<file path="src/rtl/shift_register_unload_pkg.sv">
// Shared definitions for the parallel-in, serial-out unloader.
// Holds the FSM encoding and the counter-width helper.
package shift_register_unload_pkg;

    typedef enum logic {
        IDLE  = 1'b0,
        SHIFT = 1'b1
    } state_e;

    function automatic int clog2(input int value);
        int r;
        r = 0;
        while ((1 << r) < value) begin
            r = r + 1;
        end
        return r;
    endfunction

    // A Depth of 1 still needs a one-bit counter.
    function automatic int cnt_width(input int depth);
        return (clog2(depth) < 1) ? 1 : clog2(depth);
    endfunction

endpackage

</file>
<file path="src/rtl/shift_register_unload_counter.sv">
// Element index within the word being unloaded; clear wins over increment.
// Zero latency on is_last_o, no backpressure of its own (inc_i is pre-gated by stall).
module unload_counter
    import shift_register_unload_pkg::*;
#(
    parameter int Depth    = 4,
    parameter int CntWidth = cnt_width(Depth)
) (
    input  logic                clk_i,
    input  logic                rst_i,
    input  logic                clr_i,
    input  logic                inc_i,
    output logic [CntWidth-1:0] cnt_o,
    output logic                is_last_o
);

    localparam logic [CntWidth-1:0] LastCnt = CntWidth'(Depth - 1);

    logic [CntWidth-1:0] cnt_q;
    logic [CntWidth-1:0] cnt_d;

    always_comb begin
        cnt_d = cnt_q;
        if (clr_i) begin
            cnt_d = '0;
        end else if (inc_i && (cnt_q != LastCnt)) begin
            cnt_d = cnt_q + CntWidth'(1);
        end
    end

    always_ff @(posedge clk_i) begin
        if (rst_i) begin
            cnt_q <= '0;
        end else begin
            cnt_q <= cnt_d;
        end
    end

    assign cnt_o     = cnt_q;
    assign is_last_o = (cnt_q == LastCnt);

endmodule

</file>
<file path="src/rtl/shift_register_unload.sv">
// Wide word in through valid/ready, elements out top-first one per unstalled cycle.
// Latency 1 from load edge to first element; stall freezes everything and drops load_ready.
module shift_register_unload
    import shift_register_unload_pkg::*;
#(
    parameter int DataWidth = 8,
    parameter int Depth     = 4
) (
    input  logic                       clk,
    input  logic                       rst,
    input  logic                       stall,
    input  logic                       load_valid,
    output logic                       load_ready,
    input  logic [DataWidth*Depth-1:0] wdin,
    output logic [DataWidth-1:0]       dout,
    output logic                       dout_valid,
    output logic                       dout_last,
    output logic                       busy
);

    localparam int CntWidth = cnt_width(Depth);
    localparam int WordW    = DataWidth * Depth;

    state_e              state_q;
    state_e              state_d;
    logic [WordW-1:0]    data_q;
    logic [WordW-1:0]    data_d;
    logic [CntWidth-1:0] cnt;
    logic                is_last;
    logic                in_shift;
    logic                load_fire;
    logic                cnt_inc;
    logic                cnt_clr;

    assign in_shift  = (state_q == SHIFT);
    assign load_ready = ~stall & (~in_shift | is_last);
    assign load_fire = load_valid & load_ready;
    assign cnt_inc   = in_shift & ~stall;
    // Finishing a word also parks the counter at zero so IDLE never holds a stale index.
    assign cnt_clr   = load_fire | (cnt_inc & is_last);

    unload_counter #(
        .Depth    (Depth),
        .CntWidth (CntWidth)
    ) u_unload_counter (
        .clk_i     (clk),
        .rst_i     (rst),
        .clr_i     (cnt_clr),
        .inc_i     (cnt_inc),
        .cnt_o     (cnt),
        .is_last_o (is_last)
    );

    always_comb begin
        state_d = state_q;
        data_d  = data_q;
        if (!stall) begin
            if (load_fire) begin
                data_d  = wdin;
                state_d = SHIFT;
            end else if (in_shift) begin
                if (is_last) begin
                    state_d = IDLE;
                    data_d  = '0;
                end else begin
                    // Element k takes element k-1; zeros fill from the bottom.
                    data_d = data_q << DataWidth;
                end
            end
        end
    end

    always_ff @(posedge clk) begin
        if (rst) begin
            state_q <= IDLE;
            data_q  <= '0;
        end else begin
            state_q <= state_d;
            data_q  <= data_d;
        end
    end

    assign dout       = data_q[WordW-1 -: DataWidth];
    assign dout_valid = in_shift;
    assign dout_last  = in_shift & is_last;
    assign busy       = in_shift;

    cnt_in_range: assert property (@(posedge clk) disable iff (rst)
        cnt <= CntWidth'(Depth - 1));

endmodule
</file>
<file path="config.mk">
export PLATFORM = sky130hd
export DESIGN_NAME = shift_register_unload
export DESIGN_NICKNAME = d
export VERILOG_FILES = /design/src/rtl/shift_register_unload_pkg.sv /design/src/rtl/shift_register_unload_counter.sv /design/src/rtl/shift_register_unload.sv
export SDC_FILE = /design/constraint.sdc
export NUM_CORES = 1
export LEC_CHECK = 0
export CELL_PAD_IN_SITES_DETAIL_PLACEMENT = 1
export CELL_PAD_IN_SITES_GLOBAL_PLACEMENT = 2
export CORE_UTILIZATION = 30
export CTS_CLUSTER_SIZE = 20
export DETAILED_ROUTE_END_ITERATION = 10
export PLACE_DENSITY_LB_ADDON = 0.25
export SLEW_MARGIN = 30
export SYNTH_ARGS = -nofsm -noshare
export SYNTH_HDL_FRONTEND = slang
export SYNTH_SLANG_ARGS = --single-unit
export TNS_END_PERCENT = 100
</file>
<file path="constraint.sdc">
create_clock -name clk -period 2 [get_ports clk]
set_input_delay 0.3 -clock clk [delete_from_list [all_inputs] [get_ports clk]]
set_output_delay 0.3 -clock clk [all_outputs]
set_load 0.01 [all_outputs]
</file>
Yosys cells after proc, flatten, opt, wreduce, memory -nomap -nowiden
Index checks and enable logic that the tools add are counted.
- register bits: 35
- output and inout bits: 12
- word-level logic and storage cells: 25
- input port bits: 36
- reduce and logical (&&, ||, !) cells: 4
- equal/unequal tests: 2
- add/sub/neg operators: 1
- bitwise gates (word level): 9
- muxes and demuxes: 6
- operators with widths (kind ; number):
    2-to-1 mux 32 bit ; 3
    AND 1 bit ; 5
    2-to-1 mux 1 bit ; 3
    adder 2 x 1 -> 2 bit, second input constant ; 1
    equality test 2 bit, second input constant ; 1
    != test 2 bit, second input constant ; 1
    NOT 1 bit ; 2
    bitwise OR 1 bit ; 2
    AND reduction 2 bit ; 1
    nonzero test 2 bit ; 1
    OR reduction 2 bit ; 1
    logical AND 1 bit ; 1

Logic depth before layout (Yosys ltp)
- depth after elaboration: 6
- mapped depth: 6
- mapped depth without buffers: 4

Modules after synthesis
From an unflattened synthesis, not the netlist that was laid out.
- cell total of the unflattened synthesis: 245
- area total of the unflattened synthesis: 1954.4 sq um
- by module, submodules not included (module ; times used ; cells an instance ; area each (sq um)):
    shift_register_unload ; 1 ; 237 ; 1849.3
    unload_counter ; 1 ; 8 ; 105.1

Worst setup path after synthesis
No wires, ideal clock.
- path type: reg-to-output
- from: register u_unload_counter.cnt_q[0], in the netlist u_unload_counter.cnt_o[0]
- to: output load_ready
- data arrival time: 1078 ps
- data required time: 1700 ps
- path buffers: 2
- cell stages (with the launch flop): 6
- setup slack: 622 ps
- cells stage by stage: dfxtp_1 > ha_1 > nor2b_1 > buf_4 > buf_4 > nor2_1
- word-level cells in the longest chain between the ends: 3
- RTL lines (element ; RTL line ; source):
    start: declaration ; shift_register_unload_counter.sv:19 ; logic [CntWidth-1:0] cnt_q;
    start signal: assignment ; shift_register_unload_counter.sv:35 ; cnt_q <= cnt_d;
    equality test 2 bit ; shift_register_unload_counter.sv:40 ; assign is_last_o = (cnt_q == LastCnt);
    bitwise OR 1 bit ; shift_register_unload.sv:36 ; assign load_ready = ~stall & (~in_shift | is_last);
    AND 1 bit ; shift_register_unload.sv:36 ;
    end: declaration ; shift_register_unload.sv:13 ; output logic load_ready,
Every way passes these cells.

Final worst setup path
Ends and elaborated chain as after synthesis.

==> out/qor.yml <==
synth_edf_count: 0
ys.flop_type: "dfxtp_1"
synth_mux_area_share_pct: 1.02
worstSetupPathType: "reg -> out"
antenna_cells: 0
avgViaCountPerCell: 5.01
start_util_pct: 31.1
ys_seq_elements: 35
wirelength_um: 5390
synth_cells: 246
num_io_pins: 48
hp-class: "reg -> reg"
routabilityCongestion: 0.717
synth_top_cell_by_area: "dfxtp_1"
cap_violations: 0
slowest_stage: "clkdlybuf4s50_1"
synth_top_family_by_area: "compound AO/OA/AOI/OAI gates"
ant_nets: 0
globalRouteOverflowTotal: 0
fillers: 790
crit_path_start_kind: "flip-flop"
synthSimpleGateAreaFrac_pct: 10.8
cts-root-buf: "clkbuf_8"
reg2reg_from: "busy"
rsz0062_at_grt: "no"
required_ps: 1700
r2r_cells: 4
worst_pin_slew_ps: 566
ys_types: 24
clockBufferDepth: 2
synth_area_um2: 1960
worst_slack_ps: 81.5
layout_common_cells: "47 x clkdlybuf4s50_1, 34 x dfxtp_1, 25 x a21oi_1"
hold_buffers: 0
setup_violations: 0
grt_start_max_net_pins: 29
fmax_mhz: 521
slowest_delay_ps: 580
r2r_slack_ps: 440
die_w_um: 82.9
peakVddDrop_mv: 0.296
die_h_um: 82.9
powerDensity_nw_per_um2: 647
final_common_cell: "clkdlybuf4s50_1"
crit_arrival_ps: 1620
synth_warnings: 0
vias: 1804
avgRoutedWirePerCell_um: 15.0
worstHoldStart: "data_q[2]"
syn-num-nets: 283
synth_compound_area_share_pct: 37.1
cts_resized: 0
critPathCaptureType: "primary output"
num_rows: 29
postCtsSetupBuffers: 0
synth_fa_ha_area_share_pct: 0.638
netlist.area_leader.share_pct: 35.7
period_share_pct: 95.9
r2r-end: "data_q[11]"
synth_xor_area_share_pct: 0
numClockSinks: 35
finalCriticalPeriod_ps: 1920
drc: 0
hold_viol_final: 0
path_cells: "ha_2, nor2b_1, nor2_1, clkdlybuf4s50_1"
htreeDepth: 2
crit_end: "load_ready"
hold_ws_ps: 497
outcome: "finished clean"
maxSlewHeadroom_pct: 62.2
clock_latency_ps: 290
drt_iter0_drc: 129
syn_avg_cell_area_um2: 7.98
die_area_um2: 6870
clk_pin_slew_ps: 80
cp_max_fo: 3
fin_nets: 319
grt_util_all_layers_pct: 16.6
slew_violations: 0
first_pass_iters: 4
grt_pass1_vias: 1848
clock_skew_ps: 9.79
cts_tree: "built"
dp_slack_ps: 143
cts-buffers-inserted: 5
areaGrowthSynthToFinish_pct: 28.0
drive_gt1_share_pct: 9.19
leakagePower_uw: 0.00116
timing.critical_path.from: "u_unload_counter.cnt_o[0]"
antenna_found_initial: 0
ys_top_cells_by_area: "dfxtp_1 36%, a21o_1 9.2%, o21bai_1 9.2%, a31oi_1 7.7%, a21oi_1 6.4%"
io_buffers: 47
core-area_um2: 6310
final.setup.tns_ps: 0
ys_seq_area_share_pct: 35.7
dp_hpwl_um: 3660
grt_pass1_wl_um: 9280
async_reset_ff_share_pct: 0
-- cell type report --
class | count | area [um2] | share of cell area [%]
clock buffers | 7 | 76.3 | 3.04
repair buffers | 60 | 568 | 22.6
flip-flops and latches | 35 | 702 | 28.0
inverters | 24 | 90.1 | 3.59
multi-input cells | 156 | 973 | 38.8
well taps | 77 | 96.3 | 3.84
clock inverters | 1 | 5.00 | 0.199
-- where the power goes --
part | total [uW] | switching (uW) | internal (uW)
logic | 343 | 159 | 185
registers | 770 | 25.9 | 744
clock network | 512 | 267 | 245
total | 1630 | 452 | 1170
-- worst max-delay path, delay by kind of cell, from the launching register on --
kind,cells,cell delay [ps]
and+or+nand+nor,2,230
buffers and inverters,1,580
adders and majority gates,1,180
DFF,1,350
-- how the worst min path moves through the flow --
stage / end / depth (start not counted)
after global placement: data_q[0] / 2
final: data_q[2] / 2
after floorplan: data_q[10] / 2
after global routing: data_q[2] / 2
after detailed placement: data_q[2] / 2
after CTS: data_q[2] / 2
-- cells in the mapped netlist, types with 3 or more instances --
cell and instances:
a32oi_1 8, nor2_1 11, nand2_1 24, nor2b_1 3
clkbuf_1 7, buf_4 14, a21o_1 24, dfxtp_1 35
a21oi_1 25, o21bai_1 24, buf_6 3, inv_1 24
a31oi_1 24, buf_2 6
-- metrics by stage --
stage                     cell area (um2)  util, %  power, uW  instances
after CTS                            2510     39.7       1650        360
after global routing                 2510     39.8       1720        360
final                                2510     39.8       1630        360
after detailed placement             2430     38.4       1130        352
after global placement               2430     38.4       1130        352
after floorplan                      1960        -        990        246
-- sequential cells by signal, summed over array words and instances (netlist names) --
| register | flops |
|---|---|
| busy | 1 |
| data_q | 32 |
| u_unload_counter.cnt_o | 2 |
-- kinds of logic (layout without fill, tap and decap cells) --
group | Yosys count | after routing
compound gates | 107 | 107
fa+ha+maj | 1 | 1
buf+inv | 55 | 92
flops | 35 | 35
mux | 2 | 2
simple gates | 46 | 46
-- routing by layer --
metal,track usage [%],vias to the layer above,wire [um]
met5,0,-,0
met4,4.23,0,59
met3,3.68,6,179
met2,27.6,31,2500
met1,21.9,854,2650
li1,-,913,-
(Power assumes the default switching activity.)
